**src/rtl/countdown_pkg.sv**
```systemverilog
// Shared types and constants for the N-digit BCD countdown timer.
// Holds the state encoding and the per-digit rollover limit for mm:ss or plain decimal digits.
package countdown_pkg;

    typedef enum logic [1:0] {
        ST_IDLE  = 2'b00,
        ST_RUN   = 2'b01,
        ST_PAUSE = 2'b10,
        ST_DONE  = 2'b11
    } state_e;

    localparam logic [3:0] BCD_DEC_MAX  = 4'd9;
    localparam logic [3:0] BCD_TIME_MAX = 4'd5;

    // Odd digits are the tens of seconds/minutes in time format, so they top out at 5.
    function automatic logic [3:0] digit_max(input int idx, input int mmss_mode);
        if (mmss_mode != 0 && idx[0]) begin
            return BCD_TIME_MAX;
        end
        return BCD_DEC_MAX;
    endfunction

endpackage

```
**src/rtl/countdown_timer_if.sv**
```systemverilog
// Button-side and display-side signals of the countdown timer.
// The front-end/display side uses the master modport; the timer uses slave.
interface countdown_timer_if #(
    parameter int NUM_DIGITS = 4
);
    logic                      start;
    logic                      clear;
    logic                      prog_load;
    logic [4*NUM_DIGITS-1:0]   prog_bcd;
    logic [4*NUM_DIGITS-1:0]   count_bcd;
    logic [1:0]                state;
    logic                      running;
    logic                      done;
    logic                      sec_pulse;

    modport master (
        output start, clear, prog_load, prog_bcd,
        input  count_bcd, state, running, done, sec_pulse
    );

    modport slave (
        input  start, clear, prog_load, prog_bcd,
        output count_bcd, state, running, done, sec_pulse
    );
endinterface

```
**src/rtl/bcd_down_digit.sv**
```systemverilog
// One BCD down-counting digit with parallel load and a rippling borrow chain.
// Wraps 0 -> DIGIT_MAX when borrowed from, and requests a borrow from the next digit up.
module bcd_down_digit #(
    parameter logic [3:0] DIGIT_MAX = 4'd9
) (
    input  logic       clk,
    input  logic       reset,
    input  logic       load,
    input  logic [3:0] load_val,
    input  logic       dec_en,
    input  logic       borrow_in,
    output logic [3:0] digit,
    output logic       borrow_out,
    output logic       is_zero
);

    logic [3:0] digit_q, digit_d;

    assign is_zero    = (digit_q == 4'd0);
    assign borrow_out = borrow_in & is_zero;
    assign digit      = digit_q;

    always_comb begin
        // NOTE: default first so every path assigns digit_d and no latch is inferred.
        digit_d = digit_q;
        if (load) begin
            digit_d = load_val;
        end else if (dec_en && borrow_in) begin
            digit_d = is_zero ? DIGIT_MAX : digit_q - 4'd1;
        end
    end

    always_ff @(posedge clk or negedge reset) begin
        if (!reset) begin
            digit_q <= 4'd0;
        end else begin
            // NOTE: non-blocking so all digits update together from pre-edge values.
            digit_q <= digit_d;
        end
    end

endmodule

```
**src/rtl/countdown_timer.sv**
```systemverilog
// Programmable N-digit BCD countdown timer with 1 s prescaler and start/pause/clear FSM.
// Define COUNTDOWN_AUTO_RELOAD_EN for a periodic timer that reloads on expiry instead of stopping.
module countdown_timer
    import countdown_pkg::*;
#(
    parameter int NUM_DIGITS    = 4,
    parameter int TICKS_PER_SEC = 5000000,
    parameter int PRESCALE_W    = 23,
    parameter int MMSS_MODE     = 1
) (
    input  logic              clk,
    input  logic              reset,
    countdown_timer_if.slave  bus
);

    localparam int CW = 4 * NUM_DIGITS;
    localparam logic [PRESCALE_W-1:0] PRESC_LAST = PRESCALE_W'(TICKS_PER_SEC - 1);

    state_e                 state_q, state_d;
    logic [PRESCALE_W-1:0]  presc_q, presc_d;
    logic [CW-1:0]          prog_q, prog_d;
    logic                   running_q, running_d;
    logic                   done_q, done_d;
    logic                   pulse_q, pulse_d;

    logic [CW-1:0]          count;
    logic [CW-1:0]          clamped;
    logic [CW-1:0]          load_val;
    logic [NUM_DIGITS:0]    borrow;
    logic [NUM_DIGITS-1:0]  zero;
    logic                   count_load;
    logic                   dec_en;
    logic                   tick;
    logic                   last_sec;
    logic [1:0]             unused_bits;

    assign tick        = (state_q == ST_RUN) && (presc_q == PRESC_LAST);
    // The decrement lands on all zeros exactly when the count currently reads 1.
    assign last_sec    = (count[3:0] == 4'd1) && (&zero[NUM_DIGITS-1:1]);
    assign unused_bits = {borrow[NUM_DIGITS], zero[0]};

    always_comb begin
        clamped = '0;
        for (int i = 0; i < NUM_DIGITS; i++) begin
            clamped[4*i +: 4] = (bus.prog_bcd[4*i +: 4] > digit_max(i, MMSS_MODE))
                              ? digit_max(i, MMSS_MODE) : bus.prog_bcd[4*i +: 4];
        end
    end

    assign borrow[0] = 1'b1;

    for (genvar i = 0; i < NUM_DIGITS; i++) begin : g_digit
        bcd_down_digit #(
            .DIGIT_MAX (digit_max(i, MMSS_MODE))
        ) u_digit (
            .clk        (clk),
            .reset      (reset),
            .load       (count_load),
            .load_val   (load_val[4*i +: 4]),
            .dec_en     (dec_en),
            .borrow_in  (borrow[i]),
            .digit      (count[4*i +: 4]),
            .borrow_out (borrow[i+1]),
            .is_zero    (zero[i])
        );
    end

    always_comb begin
        state_d    = state_q;
        presc_d    = presc_q;
        prog_d     = prog_q;
        count_load = 1'b0;
        load_val   = prog_q;
        dec_en     = 1'b0;
        pulse_d    = 1'b0;
        done_d     = 1'b0;

        unique case (state_q)
            ST_IDLE: begin
                if (bus.prog_load) begin
                    prog_d     = clamped;
                    load_val   = clamped;
                    count_load = 1'b1;
                end else if (bus.clear) begin
                    count_load = 1'b1;
                end else if (bus.start && (prog_q != '0)) begin
                    state_d = ST_RUN;
                    presc_d = '0;
                end
            end

            ST_RUN: begin
                if (bus.clear) begin
                    state_d    = ST_IDLE;
                    presc_d    = '0;
                    count_load = 1'b1;
                end else begin
                    presc_d = tick ? '0 : presc_q + 1'b1;
                    if (bus.start) begin
                        state_d = ST_PAUSE;
                    end
                    if (tick) begin
                        dec_en  = 1'b1;
                        pulse_d = 1'b1;
                        // Expiry takes precedence over a coincident pause request.
                        if (last_sec) begin
`ifdef COUNTDOWN_AUTO_RELOAD_EN
                            dec_en     = 1'b0;
                            count_load = 1'b1;
                            done_d     = 1'b1;
`else
                            state_d    = ST_DONE;
`endif
                        end
                    end
                end
            end

            ST_PAUSE: begin
                if (bus.clear) begin
                    state_d    = ST_IDLE;
                    presc_d    = '0;
                    count_load = 1'b1;
                end else if (bus.start) begin
                    state_d = ST_RUN;
                end
            end

            ST_DONE: begin
                if (bus.clear || bus.start) begin
                    state_d    = ST_IDLE;
                    presc_d    = '0;
                    count_load = 1'b1;
                end
            end
        endcase

        running_d = (state_d == ST_RUN);
`ifndef COUNTDOWN_AUTO_RELOAD_EN
        done_d    = (state_d == ST_DONE);
`endif
    end

    always_ff @(posedge clk or negedge reset) begin
        if (!reset) begin
            state_q   <= ST_IDLE;
            presc_q   <= '0;
            prog_q    <= '0;
            running_q <= 1'b0;
            done_q    <= 1'b0;
            pulse_q   <= 1'b0;
        end else begin
            state_q   <= state_d;
            presc_q   <= presc_d;
            prog_q    <= prog_d;
            running_q <= running_d;
            done_q    <= done_d;
            pulse_q   <= pulse_d;
        end
    end

    assign bus.count_bcd = count;
    assign bus.state     = state_q;
    assign bus.running   = running_q;
    assign bus.done      = done_q;
    assign bus.sec_pulse = pulse_q;

endmodule

```
**src/flat_wrapper.sv**
```systemverilog
// flat-port wrapper written by rule: the top's interface ports become plain ports
module countdown_timer_flat import countdown_pkg::*;
#(
    parameter int NUM_DIGITS    = 4,
    parameter int TICKS_PER_SEC = 5000000,
    parameter int PRESCALE_W    = 23,
    parameter int MMSS_MODE     = 1
)
  (clk, reset, bus_start, bus_clear, bus_prog_load, bus_prog_bcd, bus_count_bcd, bus_state, bus_running, bus_done, bus_sec_pulse);
  countdown_timer_if #(.NUM_DIGITS(NUM_DIGITS)) bus_i ();
  input  logic clk;
  input  logic reset;
  input wire logic [$bits(bus_i.start)-1:0] bus_start;
  input wire logic [$bits(bus_i.clear)-1:0] bus_clear;
  input wire logic [$bits(bus_i.prog_load)-1:0] bus_prog_load;
  input wire logic [$bits(bus_i.prog_bcd)-1:0] bus_prog_bcd;
  output wire logic [$bits(bus_i.count_bcd)-1:0] bus_count_bcd;
  output wire logic [$bits(bus_i.state)-1:0] bus_state;
  output wire logic [$bits(bus_i.running)-1:0] bus_running;
  output wire logic [$bits(bus_i.done)-1:0] bus_done;
  output wire logic [$bits(bus_i.sec_pulse)-1:0] bus_sec_pulse;
  assign bus_i.start = bus_start;
  assign bus_i.clear = bus_clear;
  assign bus_i.prog_load = bus_prog_load;
  assign bus_i.prog_bcd = bus_prog_bcd;
  assign bus_count_bcd = bus_i.count_bcd;
  assign bus_state = bus_i.state;
  assign bus_running = bus_i.running;
  assign bus_done = bus_i.done;
  assign bus_sec_pulse = bus_i.sec_pulse;
  countdown_timer #(.NUM_DIGITS(NUM_DIGITS), .TICKS_PER_SEC(TICKS_PER_SEC), .PRESCALE_W(PRESCALE_W), .MMSS_MODE(MMSS_MODE)) u_core (.clk(clk), .reset(reset), .bus(bus_i));
endmodule
```
**config.mk**
```make
export PLATFORM = sky130hd
export DESIGN_NAME = countdown_timer_flat
export DESIGN_NICKNAME = d
export VERILOG_FILES = /design/src/rtl/countdown_pkg.sv /design/src/rtl/countdown_timer_if.sv /design/src/rtl/bcd_down_digit.sv /design/src/rtl/countdown_timer.sv /design/src/flat_wrapper.sv
export SDC_FILE = /design/constraint.sdc
export NUM_CORES = 1
export LEC_CHECK = 0
export ABC_AREA = 1
export BUFFER_PORTS_ARGS = -buffer_cell sky130_fd_sc_hd__buf_2
export CAP_MARGIN = 20
export CORE_MARGIN = 5
export CORE_UTILIZATION = 39
export DETAILED_ROUTE_END_ITERATION = 7
export PLACE_DENSITY = 0.62
export SLEW_MARGIN = 5
export SYNTH_ARGS = -nofsm -noshare
export SYNTH_HDL_FRONTEND = slang
export SYNTH_SLANG_ARGS = --single-unit
```
**constraint.sdc**
```tcl
create_clock -name clk -period 1.68 [get_ports clk]
set_input_delay 0.168 -clock clk [delete_from_list [all_inputs] [get_ports clk]]
set_output_delay 0.168 -clock clk [all_outputs]
set_load 0.02 [all_outputs]
```
Yosys cells after proc, flatten, opt, wreduce, memory -nomap -nowiden. Index checks and enable logic that the tools add are counted.

Register bits after elaboration: 60. Bits of input ports: 21. Output and inout bits: 21. Word-level logic and storage cells: 97.

Add/sub/neg operators: 5. Order comparisons: 4. Equality and inequality tests: 12. Multiplexer cells: 44. Bitwise logic cells: 2. Reductions and logical operators: 20.

Operators by type and width (count): $mux W23 (7); $pmux W23 S4 (1); $mux W4 (16); $mux W16 (2); $add A23 B1 Y23 const B (1); $eq A23 B23 Y1 const B (1); $mux W2 (10); $logic_not A4 Y1 (4); $reduce_bool A16 Y1 (1); $sub A4 B1 Y4 const B (4); $gt A4 B3 Y1 const B (2); $gt A4 B4 Y1 const B (2); $pmux W2 S4 (1); $reduce_bool A2 Y1 (4); $eq A2 B2 Y1 const B (3); $logic_and A1 B1 Y1 (6); $mux W1 (6); $ne A2 B2 Y1 const B (3); $reduce_and A5 Y1 (1); $eq A2 B1 Y1 const B (2); $eq A4 B1 Y1 const B (1); $ne A2 B1 Y1 const B (2); $pmux W1 S3 (1); $reduce_and A3 Y1 (1); 4 further kinds (5).

Longest topological paths before layout. Gate-level depths: netlist (run 1).

Depth in word-level cells: 8. Gate-level depth with buffers: 15. Depth with buffers taken out: 14.

By module. Synthesis (run 1) repeated with hierarchy kept, for this count alone.

Cells, all modules: 552. Area, all modules: 3873.7 um^2.

By module, submodules not included: countdown_timer (instances 1, cells each 404, area an instance 2847.7 um^2, seq. area each 1101.1 um^2); bcd_down_digit (u_core.g_digit[0].u_digit ...) (instances 2, cells each 41, area an instance 271.5 um^2, seq. area each 100.1 um^2); bcd_down_digit (u_core.g_digit[1].u_digit ...) (instances 2, cells each 33, area an instance 241.5 um^2, seq. area each 100.1 um^2).

Least setup slack after synthesis (run 1). No wires, ideal clock.

Kind: register to register. From: register u_core.state_q[1], in the netlist u_core.bus.state[1]. To: register u_core.g_digit[1].u_digit.digit_q[3]. Library setup time: 0.120 ns. Arrival time: 1.751 ns. Required time: 1.560 ns. Setup slack: -0.192 ns. Cell stages (with the launch flop): 15. Path buffers: 1. Period minus slack after synthesis: 1.872 ns. Cells stage by stage: dfrtp_1 inv_1 ha_1 buf_2 nand2_1 inv_1 nand2_1 nor2_1 nand2_1 nor2_2 nand2_1 nand2_4 nand2_4 o21ai_1 nand2_1.

Longest elaborated chain between the ends: 7. Elaborated cells between the ends (all ways): 14. Classes of those cells: eq/ne: 3; mux: 6; reduce/logical: 5.

RTL lines: from (decl) (line countdown_timer.sv:19) `state_e state_q, state_d;`; from (signal assigned) (line countdown_timer.sv:153) `state_q <= state_d;`; $eq A2 B1 Y1 (line countdown_timer.sv:37, countdown_timer.sv:78); $logic_and A1 B1 Y1 (line countdown_timer.sv:37) `assign tick = (state_q == ST_RUN) && (presc_q == PRESC_LAST);`; $mux W1 (line countdown_timer.sv:102) `if (tick) begin`; $mux W1 (line countdown_timer.sv:93) `if (bus.clear) begin`; $mux W1 (line countdown_timer.sv:78) `unique case (state_q)`; $logic_and A1 B1 Y1 (line bcd_down_digit.sv:28) `end else if (dec_en && borrow_in) begin`; $reduce_bool A2 Y1 (no source line); to (signal assigned) (line bcd_down_digit.sv:38) `digit_q <= digit_d;`; to (decl) (line bcd_down_digit.sv:17) `logic [3:0] digit_q, digit_d;`.

Several ways; a longest one is shown, not always the timed one. A chain may end at the register's enable or synchronous reset.

Worst setup path after layout (run 1).
From: register u_core.state_q[1], in the netlist u_core.bus.state[1]. To: register u_core.presc_q[11].

Longest elaborated chain between the ends: 5. Elaborated cells between the ends (all ways): 14. Classes of those cells: eq/ne: 8; mux: 3; reduce/logical: 3.

RTL lines: $eq A2 B1 Y1 (line countdown_timer.sv:37, countdown_timer.sv:78); $logic_and A1 B1 Y1 (line countdown_timer.sv:37); $mux W23 (line countdown_timer.sv:98) `presc_d = tick ? '0 : presc_q + 1'b1;`; $mux W23 (line countdown_timer.sv:93); $pmux W23 S4 (line countdown_timer.sv:78); to (signal assigned) (line countdown_timer.sv:154) `presc_q <= presc_d;`; to (decl) (line countdown_timer.sv:20) `logic [PRESCALE_W-1:0] presc_q, presc_d;`.

Several ways; a longest one is shown, not always the timed one.

==> flow_metrics.py, run 1 <==
metrics = {
    "setup_path": {
        "path_delay_family": "buffers and inverters",
        "crit_top_cell": "buf_4",
        "crit_chain": "buf_4, ha_4, buf_4, a21oi_4, nand2_4, buf_8, buf_4, a21oi_2, a21oi_1",
        "arrival_ns": 1.98,
        "path_max_fanout": 8,
        "cp_slowest_cell": "dfrtp_2",
        "rr_startpoint": "u_core.bus.state[1]",
        "slowest_delay_ns": 0.43,
        "worst-path-buf-inv": 4,
        "start_kind": "flop",
        "critPathRequiredTime_ns": 1.90,
        "rr_endpoint": "u_core.presc_q[11]",
        "worst-path-stages": 9,
        "r2r_cells": 9,
        "critPathCaptureType": "flop",
        "crit_type": "flop to flop",
        "worstSetupEndpoint": "u_core.presc_q[11]",
        "cp-startpoint": "u_core.bus.state[1]",
        "r2r_slack_ns": -0.08,
    },
    "placement": {
        "gp_congestion": 0.837,
        "portBuffers": 41,
        "place_hpwl_um": 7680,
        "post-place-ws_ns": -0.107,
    },
    "power_and_ir_drop": {
        "p_sw_share_pct": 43.4,
        "p_switching_w": 0.00359,
        "pwr-share-seq_pct": 25.2,
        "peakVddDrop_uv": 895,
        "clkPwrFrac_pct": 17.7,
        "internal_power_w": 0.00468,
        "leakage_nw": 2.60,
        "powerDensity_nw_per_um2": 1560,
        "power_frac_comb_pct": 57.2,
    },
    "finish": {
        "antenna_cells": 0,
        "post-route-util_pct": 57.5,
        "seq_area_um2": 1500,
        "drive_gt1_share_pct": 33.8,
        "syn2layout_area_growth_pct": 44.1,
        "fin_nets": 689,
        "fill_cells": 850,
        "multi_input_area_um2": 2170,
    },
    "clocking": {
        "cts_buffers": 9,
        "htree_levels": 3,
        "cts.sinks": 60,
        "cts_root_buf": "clkbuf_8",
        "cts_tree": "done",
        "clk_latency_ns": 0.34,
        "clockBufferDepth": 2,
        "clk_pin_slew_ns": 0.08,
    },
    "route": {
        "postRouteAntennaNets": 0,
        "wl_per_cell_um": 14.1,
        "dr.pass1.iters": 5,
        "drc_errors": 0,
        "routed_wl_um": 11000,
        "viasPerCell": 5.09,
        "drt_iter0_markers": 153,
        "vias": 3962,
    },
    "grt": {
        "grt_overflow": 0,
        "grt_use_total_pct": 18.7,
        "grt_max_degree": 61,
        "grt_pass1_vias": 3767,
        "antenna_found_initial": 0,
        "grt_pass1_wl_um": 17200,
    },
    "logic_synthesis": {
        "netlist_area_um2": 3670,
        "yosysSeqAreaShare_pct": 40.9,
        "syn_inst": 536,
        "synth_ff_type": "dfrtp_1",
        "synth_warnings": 0,
        "ys_types": 37,
        "synthArstFlopShare_pct": 100,
        "syn_avg_cell_area_um2": 6.84,
        "synth-edff-count": 0,
        "syn_nets": 562,
        "synth-seq-cells": 60,
    },
    "job": {
        "drv_cap": 0,
    },
    "sta": {
        "setup_viol": 19,
        "post-route-period-util_pct": 105,
        "hold_viol_final": 0,
        "rsz0062_at_grt": "true",
        "tightestPinTransition_ns": 0.456,
        "fin_crit_ns": 1.76,
        "slew_viol_final": 0,
        "slew_headroom_pct": 69.3,
        "setup_slack_ns": -0.0772,
        "fmax_mhz": 569,
        "skew_ns": 0.00718,
    },
    "outcome": {
        "outcome": "complete, but fails checks",
        "violations": "setup timing",
    },
    "floorplan": {
        "core-area_um2": 9200,
        "die_h_um": 107,
        "start_util_pct": 39.9,
        "die_area_um2": 11400,
        "io_pins": 42,
        "core.rowCount": 35,
        "die-width_um": 107,
    },
    "worst_hold_path": {
        "hp-class": "input port to flop",
    },
}
[Yosys cell counts, types with 2 or more instances]
master	n	share of area (%)
nor2_2	3	0.51
nand2_4	2	0.61
nor2_1	87	8.9
o21a_1	3	0.61
inv_1	67	6.9
nor3_1	8	1.1
nand2_2	5	0.85
a31oi_1	2	0.34
buf_2	6	0.82
a21oi_1	21	2.9
buf_4	2	0.41
nand3_1	41	5.6
nand4_1	14	2.4
or2_1	2	0.34
o22ai_1	2	0.34
dfrtp_1	60	41
nand2_1	141	14
o21ai_0	36	4.9
ha_1	5	1.7
xor2_1	2	0.48
inv_2	4	0.41
o21ai_1	8	1.1
[through the flow]
| stage | TNS, ns | area (um^2) | instances | power [W] | hold WS [ns] |
|---|---|---|---|---|---|
| 6_report | -0.566 | 5280 | 779 | 0.00826 | 0.103 |
| 5_1_grt | -3.55 | 5280 | 779 | 0.00881 | 0.102 |
| 4_1_cts | -0.145 | 4850 | 761 | 0.00759 | 0.0890 |
| 3_5_place_dp | -1.04 | 4460 | 738 | 0.00576 | 0.204 |
| 3_3_place_gp | -0.397 | 4460 | 738 | 0.00570 | 0.204 |
| 2_1_floorplan | -0.306 | 3700 | 536 | 0.00432 | -0.128 |
[what timing repair did]
action                                  CTS  global route
pin swaps                                 6            31
buffers inserted                          6            17
gates resized for setup                  28            93
gates cloned                              0             1
hold endpoints to repair                 60             0
endpoints found under the setup margin   32            43
hold buffers                              1             0
[cell usage in the layout (no fill, tap or decap), types with 3 or more instances in the layout]
cell / netlist / routed
nor3_1: 8 / 6
inv_2: 4 / 8
a21oi_2: 1 / 5
nand2_4: 2 / 7
ha_4: 0 / 4
o21ai_1: 8 / 21
clkbuf_8: 0 / 9
buf_12: 0 / 5
nor2_1: 87 / 69
inv_1: 67 / 60
nor2_2: 3 / 10
nor2_4: 0 / 11
buf_8: 0 / 3
nand2_1: 141 / 128
nand3_2: 0 / 6
o21ai_2: 1 / 4
a21oi_1: 21 / 15
o21a_1: 3 / 3
buf_4: 2 / 67
buf_6: 1 / 8
nand4_1: 14 / 14
nand2_2: 5 / 13
o21ai_0: 36 / 20
clkinv_2: 0 / 3
nand3_1: 41 / 33
buf_2: 6 / 41
dfrtp_1: 60 / 58
[kinds of logic (layout without fill, tap and decap cells)]
kind of cell               count (synthesis)  in the layout  synth area share, %
xor gates and xnor gates                   3              3                0.717
and+or+nand+nor                          307            307                 35.5
adders and majority gates                  5              5                 1.71
AOI/OAI and AO/OA                         79             79                 12.0
buffers and inverters                     82            214                 9.14
DFF                                       60             60                 40.9
[how the worst min path moves through the flow]
stage | cells after the start | endpoint | from
2_1_floorplan | 0 | u_core.bus.done | reset
3_3_place_gp | 2 | u_core.presc_q[19] | reset
3_5_place_dp | 2 | u_core.presc_q[19] | reset
4_1_cts | 3 | u_core.prog_q[5] | bus_prog_bcd[5]
5_1_grt | 3 | u_core.prog_q[9] | bus_prog_bcd[9]
6_report | 3 | u_core.prog_q[13] | bus_prog_bcd[13]
[per-layer routing]
layer  vias to the layer above  global-route usage (%)  routed length (um)
li1                       1971                       -                   -
met1                      1872                    23.5                4850
met2                       101                    32.5                5480
met3                        18                    3.85                 454
met4                         0                    5.57                 204
met5                         -                       0                   0
[power groups by stage]
| stage | logic, W | clock network [W] | registers [W] |
|---|---|---|---|
| final | 0.00472 | 0.00146 | 0.00208 |
| after global routing | 0.00515 | 0.00154 | 0.00212 |
| after CTS | 0.00405 | 0.00148 | 0.00206 |
| after detailed placement | 0.00368 | 0 | 0.00208 |
| after global placement | 0.00362 | 0 | 0.00208 |
| after floorplan | 0.00203 | 0 | 0.00229 |
[state kept, by name, summed over array words and instances, names as in the netlist]
register,cells
u_core.bus.done,1
u_core.bus.sec_pulse,1
u_core.g_digit.u_digit.digit,16
u_core.bus.state,2
u_core.prog_q,16
u_core.presc_q,23
u_core.bus.running,1
[layout make-up]
type,count,area share (%)
timing repair inverter,1,0.213
inverter,72,5.59
multi-input combinational,394,41.0
tap,111,2.63
timing repair buffer,125,18.0
sequential,60,28.5
clock inverter,7,1.73
clock buffer,9,2.34
[worst register-to-register path, delay by kind of cell (launching register included)]
family,cells,cell delay (ns)
AND/OR/NAND/NOR,1,0.11
flip-flops,1,0.43
adder cells (fa/ha/maj),1,0.16
buffers and inverters,4,0.62
AO/OA/AOI/OAI,3,0.31
Note: power is estimated with default switching activity, not from simulation.
==> inputs of run 2 (changes only) <==
- CTS_BUF_LIST: default -> sky130_fd_sc_hd__clkbuf_2
==> run 2 against run 1 <==
The flow still finishes with violations (setup timing). Via count is 2.7% higher. Maximum frequency is 1.2% higher. Register-to-register slack better by 0.02 ns. Routed wire length is 2.2% higher. Hold slack worse by 0.013 ns. Sequential share of layout area is 0.75 points lower. Cell count is 2.4% higher. First-iteration DRC count is 10% higher. Combinational power is 5.5% higher. Sequential power hardly changed. Critical path depth is 1 lower. Sequential cell count stayed put. Highest routed layer unchanged.
==> flow_metrics.py, run 2 (synthesis gave the netlist of run 1 again) <==
metrics = {
    "finish": {
        "drive_gt1_share_pct": 34.6,
        "final_cell_mix": "126 x nand2_1, 73 x buf_4, 65 x nor2_1",
        "syn2layout_area_growth_pct": 48.0,
        "final_common_cell": "nand2_1",
        "stdcell_count": 798,
        "fin_nets": 708,
        "fill_cells": 836,
        "largest_register": "u_core.presc_q",
        "antenna_cells": 0,
        "largest_register_ffs": 23,
    },
    "route": {
        "vias": 4069,
        "drc_errors": 0,
        "dr.pass1.iters": 5,
        "wl_met3_um": 487,
        "wl_per_cell_um": 14.1,
        "postRouteAntennaNets": 0,
        "topRoutingLayerUsed": "met4",
        "drt_iter0_markers": 169,
        "drt-met1-wl_um": 4780,
        "viasPerCell": 5.10,
        "met2_length_um": 5730,
        "routed_wl_um": 11200,
    },
    "setup_path": {
        "cp-startpoint": "u_core.bus.state[0]",
        "worst-path-stages": 8,
        "crit_chain": "buf_4, ha_4, buf_4, a21oi_4, nand2_8, buf_8, o21ai_0, and2_1",
        "path_max_fanout": 7,
        "cp_slowest_cell": "dfrtp_2",
        "crit_top_cell": "buf_4",
        "arrival_ns": 2.21,
        "r2r_slack_ns": -0.06,
        "critPathRequiredTime_ns": 2.15,
        "rr_endpoint": "u_core.presc_q[16]",
        "path_delay_family": "flip-flops",
        "slowest_delay_ns": 0.47,
        "rr_startpoint": "u_core.bus.state[0]",
        "critPathCaptureType": "flop",
        "crit_type": "flop to flop",
        "start_kind": "flop",
        "worst-path-buf-inv": 3,
        "worstSetupEndpoint": "u_core.presc_q[16]",
        "r2r_cells": 8,
    },
    "clocking": {
        "clk_latency_ns": 0.50,
        "cts_root_buf": "clkbuf_2",
        "clk_pin_slew_ns": 0.21,
        "cts.sinks": 60,
        "cts_buffers": 9,
        "clockBufferDepth": 2,
        "cts_tree": "done",
        "htree_levels": 3,
    },
    "power_and_ir_drop": {
        "leakage_nw": 2.68,
        "peakVddDrop_uv": 1080,
        "powerDensity_nw_per_um2": 1500,
    },
    "outcome": {
        "violations": "setup timing",
        "outcome": "complete, but fails checks",
    },
    "grt": {
        "grt_pass1_vias": 3807,
        "grt_max_degree": 61,
        "antenna_found_initial": 0,
        "grt_pass1_wl_um": 17400,
        "grt_overflow": 0,
        "grt_use_total_pct": 19.1,
    },
    "sta": {
        "post-route-period-util_pct": 103,
        "rsz0062_at_grt": "true",
        "slew_headroom_pct": 72.1,
        "fmax_mhz": 576,
        "tightestPinTransition_ns": 0.415,
        "setup_slack_ns": -0.0572,
        "slew_viol_final": 0,
        "hold_viol_final": 0,
        "skew_ns": 0.0284,
        "setup_viol": 20,
        "fin_crit_ns": 1.74,
    },
    "floorplan": {
        "start_util_pct": 39.9,
        "io_pins": 42,
        "core-area_um2": 9200,
        "die_h_um": 107,
        "core.rowCount": 35,
        "die_area_um2": 11400,
        "die-width_um": 107,
    },
    "placement": {
        "place_hpwl_um": 7680,
        "portBuffers": 41,
        "gp_congestion": 0.837,
        "dp_cells": 738,
        "post-place-ws_ns": -0.107,
    },
    "job": {
        "drv_cap": 0,
    },
    "worst_hold_path": {
        "hp-class": "input port to flop",
    },
}
[run 2: cell count changes in the layout (fill, tap and decap cells not counted), sizes merged]
| cell | before | now |
|---|---|---|
| dlygate4sd3 | 1 | 15 |
| buf | 124 | 127 |
| clkbuf | 9 | 11 |
[run 2: how the worst min path moves through the flow]
stage	start	to	slack (ns)	cells after the start
detailed placement	reset	u_core.presc_q[19]	0.20	2
CTS	bus_prog_bcd[7]	u_core.prog_q[5]	0.02	5
floorplan	reset	u_core.bus.done	-0.13	0
finish	bus_prog_bcd[4]	u_core.prog_q[4]	0.09	5
global placement	reset	u_core.presc_q[19]	0.20	2
global route	bus_clear	u_core.presc_q[6]	0.09	4
[run 2: area by class of cell]
cell class / instances / area (um^2) / area share, %
Multi-Input combinational cell: 394 / 2190 / 40.3
Sequential cell: 60 / 1500 / 27.7
Timing Repair Buffer: 144 / 1150 / 21.3
Inverter: 72 / 298 / 5.49
Tap cell: 111 / 139 / 2.56
Clock inverter: 7 / 91.3 / 1.68
Clock buffer: 9 / 45.0 / 0.830
Timing Repair inverter: 1 / 8.76 / 0.161
[run 2: tightest hold or removal path: cells and delay by family]
| family | cells | cell delay (ns) |
|---|---|---|
| buffers and inverters | 2 | 0.16 |
| AND/OR/NAND/NOR | 1 | 0.05 |
| AO/OA/AOI/OAI | 2 | 0.18 |
[run 2: timing repair]
action                     CTS  global route
hold endpoints to repair    70             0
hold buffers                15             0
setup buffers                6            20
gates resized for setup     26           101
pin swaps                   14            36
setup endpoints to repair   37            45
gates cloned                 0             3
[run 2: through the flow]
stage	cell area, um^2	util [%]	hold slack [ns]	power [W]	TNS [ns]
finish	5430	59.0	0.0899	0.00814	-0.549
global route	5430	59.0	0.0893	0.00871	-3.81
CTS	4900	53.2	0.0164	0.00719	-1.05
detailed placement	4460	48.5	0.204	0.00576	-1.04
global placement	4460	48.5	0.204	0.00570	-0.397
floorplan	3700	-	-0.128	0.00432	-0.306
[run 2: routing by layer]
metal	global-route usage, %	vias to the layer above
li1	-	2014
met2	33.6	119
met5	0	-
met3	3.67	22
met1	23.5	1914
met4	6.03	0
[run 2: where the power goes]
group          switching [W]  leakage (nW)  internal [W]
sequential          0.000277         0.777       0.00180
combinational        0.00277          1.82       0.00221
clock               0.000594        0.0816      0.000487
